**src/rtl/subprog_pkg.sv**
```systemverilog
// Shared encodings for the subprogram call/return convention.
package subprog_pkg;

    localparam logic [1:0] OP_INC = 2'b00;
    localparam logic [1:0] OP_DEC = 2'b01;
    localparam logic [1:0] OP_ADD = 2'b10;
    localparam logic [1:0] OP_SUB = 2'b11;

    typedef enum logic [1:0] {
        IDLE = 2'b00,
        EXEC = 2'b01,
        DONE = 2'b10
    } state_e;

    // Subtracting calls run as A + ~B + 1 and report an inverted carry as borrow.
    function automatic logic is_sub(input logic [1:0] op);
        return (op == OP_DEC) || (op == OP_SUB);
    endfunction

endpackage

```
**src/rtl/serial_fa_bit.sv**
```systemverilog
// One-bit full adder used as the single arithmetic cell of the serial datapath.
module serial_fa_bit (
    input  logic a_i,
    input  logic b_i,
    input  logic cin_i,
    output logic s_o,
    output logic cout_o
);

    assign s_o    = a_i ^ b_i ^ cin_i;
    assign cout_o = (a_i & b_i) | (cin_i & (a_i ^ b_i));

endmodule

```
**src/rtl/subprog_call_responder.sv**
```systemverilog
// Callee that evaluates INC/DEC/ADD/SUB calls bit-serially, LSB first,
// and returns the result over a valid/ready response channel.
module subprog_call_responder
    import subprog_pkg::*;
#(
    parameter int unsigned WIDTH = 8
) (
    input  logic             clk,
    input  logic             rst_n,
    input  logic             req_valid,
    output logic             req_ready,
    input  logic [1:0]       req_op,
    input  logic [WIDTH-1:0] req_a,
    input  logic [WIDTH-1:0] req_b,
    output logic             rsp_valid,
    input  logic             rsp_ready,
    output logic [WIDTH-1:0] rsp_result,
    output logic             rsp_carry
);

    localparam int unsigned CW = $clog2(WIDTH + 1);

    state_e           state_q;
    logic [CW-1:0]    cnt_q;
    logic [WIDTH-1:0] a_q;
    logic [WIDTH-1:0] b_q;
    logic [WIDTH-1:0] res_q;
    logic             carry_q;
    logic             sub_q;
    logic             req_ready_q;
    logic             rsp_valid_q;
    logic [WIDTH-1:0] rsp_result_q;
    logic             rsp_carry_q;

    logic             sum_c;
    logic             cout_c;
    logic             last_step_c;
    logic [WIDTH-1:0] b_sel_c;
    logic [WIDTH-1:0] res_next_c;

    serial_fa_bit u_fa (
        .a_i    (a_q[0]),
        .b_i    (b_q[0]),
        .cin_i  (carry_q),
        .s_o    (sum_c),
        .cout_o (cout_c)
    );

    // INC/DEC use an implicit second operand of one.
    assign b_sel_c     = req_op[1] ? req_b : WIDTH'(1);
    assign last_step_c = (cnt_q == CW'(WIDTH - 1));
    assign res_next_c  = {sum_c, res_q[WIDTH-1:1]};

    always_ff @(posedge clk) begin
        if (!rst_n) begin
            state_q      <= IDLE;
            cnt_q        <= '0;
            a_q          <= '0;
            b_q          <= '0;
            res_q        <= '0;
            carry_q      <= 1'b0;
            sub_q        <= 1'b0;
            req_ready_q  <= 1'b1;
            rsp_valid_q  <= 1'b0;
            rsp_result_q <= '0;
            rsp_carry_q  <= 1'b0;
        end else begin
            case (state_q)
                IDLE: begin
                    req_ready_q <= 1'b1;
                    if (req_valid) begin
                        a_q         <= req_a;
                        b_q         <= is_sub(req_op) ? ~b_sel_c : b_sel_c;
                        carry_q     <= is_sub(req_op);
                        sub_q       <= is_sub(req_op);
                        cnt_q       <= '0;
                        req_ready_q <= 1'b0;
                        state_q     <= EXEC;
                    end
                end
                EXEC: begin
                    a_q     <= a_q >> 1;
                    b_q     <= b_q >> 1;
                    res_q   <= res_next_c;
                    carry_q <= cout_c;
                    cnt_q   <= cnt_q + CW'(1);
                    if (last_step_c) begin
                        rsp_valid_q  <= 1'b1;
                        rsp_result_q <= res_next_c;
                        rsp_carry_q  <= cout_c ^ sub_q;
                        state_q      <= DONE;
                    end
                end
                DONE: begin
                    if (rsp_ready) begin
                        rsp_valid_q <= 1'b0;
                        req_ready_q <= 1'b1;
                        state_q     <= IDLE;
                    end
                end
                default: begin
                    rsp_valid_q <= 1'b0;
                    req_ready_q <= 1'b1;
                    state_q     <= IDLE;
                end
            endcase
        end
    end

    assign req_ready  = req_ready_q;
    assign rsp_valid  = rsp_valid_q;
    assign rsp_result = rsp_result_q;
    assign rsp_carry  = rsp_carry_q;

endmodule

```
**config.mk**
```make
export PLATFORM = sky130hd
export DESIGN_NAME = subprog_call_responder
export DESIGN_NICKNAME = d
export VERILOG_FILES = /design/src/rtl/subprog_pkg.sv /design/src/rtl/serial_fa_bit.sv /design/src/rtl/subprog_call_responder.sv
export SDC_FILE = /design/constraint.sdc
export NUM_CORES = 1
export LEC_CHECK = 0
export ABC_CLOCK_PERIOD_IN_PS = 1500
export CAP_MARGIN = 20
export CORE_MARGIN = 4
export CORE_UTILIZATION = 39
export DETAILED_ROUTE_END_ITERATION = 12
export GPL_ROUTABILITY_DRIVEN = 0
export PLACE_DENSITY_LB_ADDON = 0.15
export SYNTH_ARGS = -nofsm -noshare
export SYNTH_HDL_FRONTEND = slang
export SYNTH_SLANG_ARGS = --single-unit
```
**constraint.sdc**
```tcl
create_clock -name clk -period 1.5 [get_ports clk]
set_input_delay 0.45 -clock clk [delete_from_list [all_inputs] [get_ports clk]]
set_output_delay 0.45 -clock clk [all_outputs]
set_load 0.02 [all_outputs]
```
== Word-level counts from Yosys, hierarchy flattened ==
Index checks and enable logic that the tools add are counted.

* Reduce and logical (&&, ||, !) cells: 9
* Muxes and demuxes: 20
* Add/sub/neg operators: 1
* Bitwise logic cells: 9
* Eq/ne operators: 8

{| class="wikitable"
|+ Operators by type and width
! operator !! number
|-
| two-way mux 8 bit || 4
|-
| case mux 8 bit (2 select lines) || 2
|-
| inverter 8 bit || 1
|-
| case mux 4 bit (2 select lines) || 1
|-
| AND reduction 2 bit || 4
|-
| two-way mux 2 bit || 3
|-
| inequality test 2 bit, second input constant || 3
|-
| case mux 1 bit (3 select lines) || 2
|-
| case mux 2 bit (3 select lines) || 1
|-
| AND reduction 3 bit || 2
|-
| two-way mux 1 bit || 5
|-
| adder 4 x 1 -> 4 bit, second input constant || 1
|-
| equality test 2 x 1 -> 1 bit, second input constant || 2
|-
| equality test 2 bit, second input constant || 2
|-
| equality test 4 x 3 -> 1 bit, second input constant || 1
|-
| two-way mux 4 bit || 1
|-
| bitwise XOR 1 bit || 3
|-
| bitwise AND 1 bit || 2
|-
| zero test 2 bit || 1
|-
| inverter 1 bit || 2
|-
| case mux 1 bit (2 select lines) || 1
|-
| nonzero test 2 bit || 1
|-
| logical OR 1 bit || 1
|-
| OR 1 bit || 1
|}

* Bits of input ports: 22
* Output and inout port bits: 11
* Logic and storage cells: 58
* Register bits: 43

== Logic depth before layout (Yosys ltp) ==
Gate-level depths: netlist (run 1).

* Word-level depth: 5
* Mapped depth: 6

== Hierarchy ==
A second synthesis (run 1) with hierarchy kept.

* Cell total of the unflattened synthesis: 216
* Area total of the unflattened synthesis: 1850.5 µm²

{| class="wikitable"
|+ By module, submodules not included
! module !! area each (µm²) !! cells an instance !! instances
|-
| subprog_call_responder || 1830.5 || 215 || 1
|-
| serial_fa_bit || 20.0 || 1 || 1
|}

== Least setup slack after synthesis (run 1) ==
OpenSTA, ideal clock, no wires.

* Path type: input-to-reg
* Start: in req_valid
* End: reg a_q[0]
* Slack: 0.229 ns
* Library setup time: 0.125 ns
* Data arrival time: 1.146 ns
* Cell stages on the path: 4
* Required time: 1.375 ns
* Path through: buf_4 -> or3b_2 -> o21ai_0 -> a21oi_1

* Cells in the longest elaborated chain, start to end: 2

{| class="wikitable"
|+ RTL lines
! what !! RTL line !! RTL
|-
| from (decl) || subprog_call_responder.sv:10 || <nowiki>input logic req_valid,</nowiki>
|-
| inequality test 2 bit (no line) || - ||
|-
| AND reduction 2 bit (no line) || - ||
|-
| to (signal assigned) || subprog_call_responder.sv:72 || <nowiki>a_q <= req_a;</nowiki>
|-
| to (signal assigned) || subprog_call_responder.sv:82 || <nowiki>a_q <= a_q >> 1;</nowiki>
|-
| to (decl) || subprog_call_responder.sv:25 || <nowiki>logic [WIDTH-1:0] a_q;</nowiki>
|}

Every way passes these cells.
A chain may end at the register's enable or synchronous reset.

== Final worst setup path (run 1) ==
* Start: reg rsp_valid_q, in the netlist rsp_valid
* End: out rsp_valid

{| class="wikitable"
|+ RTL lines
! what !! RTL line !! RTL
|-
| from (decl) || subprog_call_responder.sv:31 || <nowiki>logic rsp_valid_q;</nowiki>
|-
| from (signal assigned) || subprog_call_responder.sv:64 || <nowiki>rsp_valid_q <= 1'b0;</nowiki>
|-
| from (signal assigned) || subprog_call_responder.sv:88 || <nowiki>rsp_valid_q <= 1'b1;</nowiki>
|-
| from (signal assigned) || subprog_call_responder.sv:96 || <nowiki>rsp_valid_q <= 1'b0;</nowiki>
|-
| to (decl) || subprog_call_responder.sv:15 || <nowiki>output logic rsp_valid,</nowiki>
|}

No word-level cell between the ends.

==> summary.md, run 1 <==
| Metric | Value |
|---|---|
| Status | `finished, final reports clean` |
| Syn Nets | `238` |
| CTS max path bufs | `2` |
| Critical path buffer and inverter count | `1` |
| Combinational share of power | `14.2%` |
| Fin crit share | `96.1%` |
| YS warnings | `0` |
| Arrival time worst endpoint | `0.99 ns` |
| # IOs | `33` |
| Cell Rows | `24` |
| First-pass GRT wire length | `6.73 mm` |
| Crit Path Max Fanout | `2` |
| Vias in the first global route | `1452` |
| Max-slew violations | `0` |
| Yosys reg bits | `42` |
| Cell chain of the critical path | `dlygate4sd2_1` |
| Synth Cell Area | `1860 um2` |
| Root Driver | `clkbuf_8` |
| RSZ-0062 raised after global routing | `false` |
| Internal | `1700 uW` |
| H-tree Lvls | `2` |
| FF-to-FF End | `rsp_carry` |
| Hold depth | `2` |
| Reg power frac | `53.3%` |
| CP max-delay cell | `dfxtp_1` |
| Switch Pwr | `546 uW` |
| Ant diodes | `0` |
| Final hold viol count | `0` |
| Post-synthesis sequential area ratio | `45.2%` |
| Largest net degree at the start of global routing | `20` |
| Max-slew headroom | `78.1%` |
| Sw Ratio | `24.3%` |
| Hold path start | `res_q[1]` |
| First-pass DRT Iterations | `4` |
| PwrDens | `937 nW/um2` |
| Worst setup EP type | `output port` |
| Setup TNS Final | `0 ns` |
| Delay-heaviest family, CP | `flip-flops` |
| Instance count of the mapped netlist | `214` |
| Utilization after layout | `53.6%` |
| TritonCTS Buffers | `5` |
| Hold EP | `res_q[1]` |
| Post-CTS Setup Inserts | `0` |
| Leak | `0.000901 uW` |
| Max Clk Rate | `694 MHz` |
| Post-synth EDFFs | `0` |
| Vias | `1611` |
| Critical path class | `reg2out` |
| Setup violators final | `0` |
| Die ar. | `5940 um2` |
| Grt total ovfl | `0` |
| Fraction of layout cells with a size suffix above 1 | `12.9%` |
| Iter 0 DRT Violations | `85` |
| Area Growth Syn to Fin | `29.0%` |
| Worst Tran Pin Value | `0.329 ns` |
| Critical Path RT | `1.05 ns` |
| DIE HEIGHT | `77.1 um` |
| Antenna viol nets, final | `0` |
| HP Class | `reg2reg` |
| Sink Count | `42` |
| Clock Skew | `0.00731 ns` |
| Max IR drop VDD | `0.000420 V` |
| Hold buffer count at cts | `0` |
| Core area | `4470 um2` |
| CP startpoint kind | `flop` |
| Reg-to-Reg Start | `cnt_q[0]` |
| Initial Util | `41.6%` |
| Main flop type after synthesis | `dfxtp_1` |
| Filler Cells Inserted | `419` |
| Avg Cell Area, Syn | `8.69 um2` |
| WL per Instance | `13.0 um` |
| Final net count | `279` |
| Total track usage | `13.8%` |
| Worst path max stage delay | `0.35 ns` |
| Overall Power | `2250 uW` |
| Yosys cell types | `37` |
| Vias per inst | `5.23` |
| Die width | `77.1 um` |
| Fin crit period | `1.44 ns` |
| Final WL | `4.02 mm` |
| Clk_lat worst skew | `0.29 ns` |
| Worst R2R Setup Slack | `0.19 ns` |
| CTS tree | `yes` |
| PortBufs | `32` |
| Ys async rst share | `0%` |
| Worst R2R Path Depth | `4` |
| Clock Pin Slew Worst Setup and Hold Paths | `0.07 ns` |
| Max cap viols | `0` |
| Clock Power Share | `32.5%` |
| Antenna violations before repair | `0` |
| DP HPWL | `2.92 mm` |
| Remaining DRCs | `0` |
power by group through the flow:
stage | sequential, uW | combinational, uW | clock (uW)
6_report | 1200 | 319 | 732
3_3_place_gp | 1230 | 320 | 0
5_1_grt | 1210 | 349 | 800
2_1_floorplan | 1220 | 193 | 0
3_5_place_dp | 1220 | 320 | 0
4_1_cts | 1200 | 320 | 759
cells in the final DEF (no fill, tap or decap), types with 3 or more instances in the layout:
cell             netlist  layout
o21ai_0               19      19
dfxtp_1               42      42
clkbuf_8               0       6
dlygate4sd2_1          0      10
o2bb2ai_1              6       6
buf_4                  3      16
xor2_1                 7       7
buf_12                 0       3
nand2b_1               4       4
clkdlybuf4s50_1        0      21
inv_1                  3       3
a22oi_1                8       8
nand2_1               28      28
nor2_1                11      11
o22ai_1                8       8
a21oi_1               26      26
nand3_1               11      11
registers in the layout (all words and copies together), names as in the netlist:
name	flops
a_q	8
cnt_q	4
req_ready	1
rsp_result	8
sub_q	1
carry_q	1
rsp_valid	1
res_q	7
b_q	8
rsp_carry	1
state_q	2
final cells by class:
cell class	instances	area, um2	area share, %
timing repair buffer	51	488	20.3
sequential	42	841	35.0
clock buffer	7	86.3	3.60
tap	52	65.1	2.71
multi-input combinational	152	903	37.6
clock inverter	1	5.00	0.209
inverter	3	11.3	0.469
routing by layer:
metal	vias to the layer above	track usage, %	wire length (um)
met5	-	0	0
met4	0	4.80	42
met3	5	3.16	216
met2	42	22.1	1860
met1	717	18.3	1900
li1	847	-	-
stage by stage:
stage | cell area [um2] | worst slack (ns) | hold WS, ns | std cells
5_1_grt | 2400 | 0.00348 | 0.471 | 308
6_report | 2400 | 0.0591 | 0.469 | 308
4_1_cts | 2400 | 0.0324 | 0.465 | 308
2_1_floorplan | 1860 | 0.229 | 0.437 | 214
3_3_place_gp | 2320 | -0.209 | 0.450 | 300
3_5_place_dp | 2320 | -0.232 | 0.450 | 300
kinds of logic (layout without fill, tap and decap cells):
logic type,after synthesis,in the layout,share of synthesized area [%]
and+or+nand+nor,62,62,15.7
adders and majority gates,2,2,1.75
buffers and inverters,20,62,6.25
xor gates and xnor gates,9,9,4.24
DFF,42,42,45.2
AOI/OAI and AO/OA,79,79,26.9
repair_timing:
item / 4_1_cts / 5_1_grt
cloned: 0 / 0
gates resized for setup: 11 / 1
endpoints found under the hold margin: 0 / 0
setup endpoints to repair: 11 / 1
pin swaps: 0 / 0
cells in the mapped netlist, types with 2 or more instances:
| cell | instances | share of area [%] |
|---|---|---|
| xnor2_1 | 2 | 0.94 |
| o22ai_1 | 8 | 2.7 |
| inv_1 | 3 | 0.61 |
| nand2_1 | 28 | 5.6 |
| o21ai_0 | 19 | 5.1 |
| nand2b_1 | 4 | 1.3 |
| xor2_1 | 7 | 3.3 |
| nor2_1 | 11 | 2.2 |
| clkbuf_1 | 5 | 1.0 |
| o221ai_1 | 2 | 0.94 |
| a211oi_2 | 2 | 1.3 |
| o2bb2ai_1 | 6 | 2.8 |
| dfxtp_1 | 42 | 45 |
| buf_6 | 3 | 1.8 |
| a22oi_1 | 8 | 3.2 |
| buf_2 | 6 | 1.6 |
| buf_4 | 3 | 1.2 |
| a21oi_1 | 26 | 7.0 |
| nand3_1 | 11 | 3.0 |
worst max-delay path by stage:
stage | slack (ns) | endpoint | cells past startpoint | start
after floorplan | 0.23 | a_q[0] | 4 | req_valid
after global placement | -0.21 | a_q[0] | 4 | req_valid
final | 0.06 | rsp_valid | 1 | rsp_valid
after global routing | 0.003 | a_q[0] | 4 | req_valid
after CTS | 0.03 | rsp_valid | 1 | rsp_valid
after detailed placement | -0.23 | b_q[6] | 4 | req_valid
Power figures use the tool's default switching activity.
==> run 2, diff against run 1 <==
Settings changed: CORE_MARGIN 4 to 5, HOLD_SLACK_MARGIN set to 0.06.
==> run 2 against run 1 <==
Clock-buffer cell count is 2 lower. Cell count fell by 0.32%. Fmax is 0.18% higher. Sequential share of layout area about the same. Sequential power about the same. Non-clock buffer count is 3 lower. Largest power group unchanged.
==> summary.md, run 2 (same netlist as run 1, synthesis figures left out) <==
| Metric | Value |
|---|---|
| Status | `finished, final reports clean` |
| First-pass GRT wire length | `6.91 mm (+2.7%)` |
| Largest net degree at the start of global routing | `31 (+55%)` |
| Initial Util | `39.7% (-1.9 points)` |
| Overall Power | `2390 uW (+6.4%)` |
| CTS tree | `yes` |
| Fin crit share | `95.9% (-0.17 points)` |
| Root Driver | `clkbuf_8` |
| Grt total ovfl | `0 (unchanged)` |
| Arrival time worst endpoint | `0.99 ns (about the same)` |
| H-tree Lvls | `2 (unchanged)` |
| Reg-to-Reg Start | `state_q[0]` |
| Crit Path Max Fanout | `2 (unchanged)` |
| Critical path buffer and inverter count | `1 (unchanged)` |
| # placed instances | `299 (-0.33%)` |
| HP Class | `reg2reg` |
| Hold buffer count at cts | `0 (unchanged)` |
| Final WL | `4.05 mm (+0.75%)` |
| Max-slew violations | `0 (unchanged)` |
| Die ar. | `6250 um2 (+5.3%)` |
| Max cap viols | `0 (unchanged)` |
| CP Launch Point | `rsp_valid` |
| Remaining DRCs | `0 (unchanged)` |
| Delay-heaviest family, CP | `flip-flops` |
| Fin crit period | `1.44 ns (-0.00261 ns)` |
| Finished Layout Cells | `307 (-0.32%)` |
| PwrDens | `997 nW/um2 (+6.3%)` |
| Most frequent cells in the layout | `42 x dfxtp_1, 27 x nand2_1, 26 x a21oi_1` |
| Utilization after layout | `51.2% (-2.5 points)` |
| Worst setup EP type | `output port` |
| Commonest non-fill, non-tap cell in the layout | `dfxtp_1` |
| Post-CTS Setup Inserts | `0 (unchanged)` |
| Critical Path RT | `1.05 ns (about the same)` |
| Worst path max stage delay | `0.35 ns (about the same)` |
| Critical path class | `reg2out` |
| Final net count | `276 (-1.1%)` |
| Fraction of layout cells with a size suffix above 1 | `12.6% (-0.24 points)` |
| Worst R2R Setup Slack | `0.15 ns (-0.04 ns)` |
| RSZ-0062 raised after global routing | `false` |
| Sink Count | `42 (unchanged)` |
| Vias per inst | `5.30 (+1.3%)` |
| Cell chain of the critical path | `dlygate4sd2_1` |
| Total track usage | `13.8% (-0.080 points)` |
| Area Growth Syn to Fin | `29.1% (about the same)` |
| Cell Rows | `25 (+4.2%)` |
| CP Depth | `1 (unchanged)` |
| Antenna violations before repair | `0 (unchanged)` |
| CP startpoint kind | `flop` |
| Worst R2R Path Depth | `4 (unchanged)` |
| Vias in the first global route | `1549 (+6.7%)` |
| Setup violators final | `0 (unchanged)` |
| Die width | `79.1 um (+2.6%)` |
| CTS max path bufs | `2 (unchanged)` |
| WL per Instance | `13.2 um (+1.1%)` |
| # IOs | `33 (unchanged)` |
| Max Clk Rate | `695 MHz (+0.18%)` |
| Final hold viol count | `0 (unchanged)` |
| CP endpoint | `rsp_valid` |
| FF-to-FF End | `carry_q` |
| First-pass DRT Iterations | `4 (unchanged)` |
| Vias | `1626 (+0.93%)` |
| Antenna viol nets, final | `0 (unchanged)` |
| Clock Skew | `0.00533 ns (-0.00199 ns)` |
| DIE HEIGHT | `79.1 um (+2.6%)` |
| TritonCTS Buffers | `5 (unchanged)` |
| Core area | `4690 um2 (+4.9%)` |
| Max IR drop VDD | `0.000348 V (-17%)` |
| Clock Pin Slew Worst Setup and Hold Paths | `0.08 ns (about the same)` |
| PortBufs | `32 (unchanged)` |
| Max-slew headroom | `75.2% (-2.9 points)` |
| Worst Tran Pin Value | `0.372 ns (+0.0435 ns)` |
| Clk_lat worst skew | `0.30 ns (about the same)` |
| Iter 0 DRT Violations | `62 (-27%)` |
| DP HPWL | `2.83 mm (-3.1%)` |
| Ant diodes | `0 (unchanged)` |
| Leak | `0.000911 uW (+1.2%)` |
| CP max-delay cell | `dfxtp_1` |
-- run 2: final cells by class --
| cell class | instances | area, um2 |
|---|---|---|
| Multi-Input combinational cell | 152 | 906 |
| Inverter | 3 | 11.3 |
| Sequential cell | 42 | 841 |
| Timing Repair Buffer | 48 | 467 |
| Clock buffer | 5 | 68.8 |
| Fill cell | 488 | 2290 |
| Clock inverter | 3 | 40.0 |
| Tap cell | 54 | 67.6 |
-- run 2: repair_timing --
action	4_1_cts	5_1_grt
gates cloned	0	0
resized for setup	11	2
setup endpoints to repair	11	2
-- run 2: power breakdown --
part           internal, uW  switching, uW  leakage, uW
Combinational           159            154     0.000511
Sequential             1160           34.4     0.000343
Clock                   490            392    0.0000579
-- run 2: metrics by stage --
| stage | worst slack [ns] | hold slack (ns) | area (um2) | setup TNS (ns) |
|---|---|---|---|---|
| finish | 0.0618 | 0.459 | 2400 | 0 |
| global route | 0.00238 | 0.491 | 2400 | 0 |
| CTS | 0.0342 | 0.459 | 2400 | 0 |
| detailed placement | -0.253 | 0.448 | 2300 | -2.85 |
| global placement | -0.239 | 0.444 | 2300 | -2.47 |
| floorplan | 0.229 | 0.437 | 1860 | 0 |
-- run 2: layer usage --
metal | track usage, % | vias to the layer above | part of all wire [%]
met5 | 0 | - | 0
met4 | 5.67 | 0 | 1.4
met3 | 3.51 | 7 | 5.3
met2 | 21.5 | 42 | 44
met1 | 17.9 | 742 | 50
li1 | - | 835 | -
-- run 2: how the worst min path moves through the flow --
stage | end | cells after the start | start | slack (ns)
after floorplan | res_q[1] | 2 | res_q[1] | 0.44
after global placement | res_q[1] | 2 | res_q[1] | 0.44
after detailed placement | res_q[1] | 2 | res_q[1] | 0.45
after CTS | res_q[1] | 2 | res_q[1] | 0.46
after global routing | res_q[2] | 2 | res_q[3] | 0.49
final | res_q[1] | 2 | res_q[1] | 0.46
==> run 3, diff against run 2 <==
Settings changed: SLEW_MARGIN set to 10.
==> results of run 3 <==
Same layout as run 2: the final DEF is identical, and so are final timing and power.
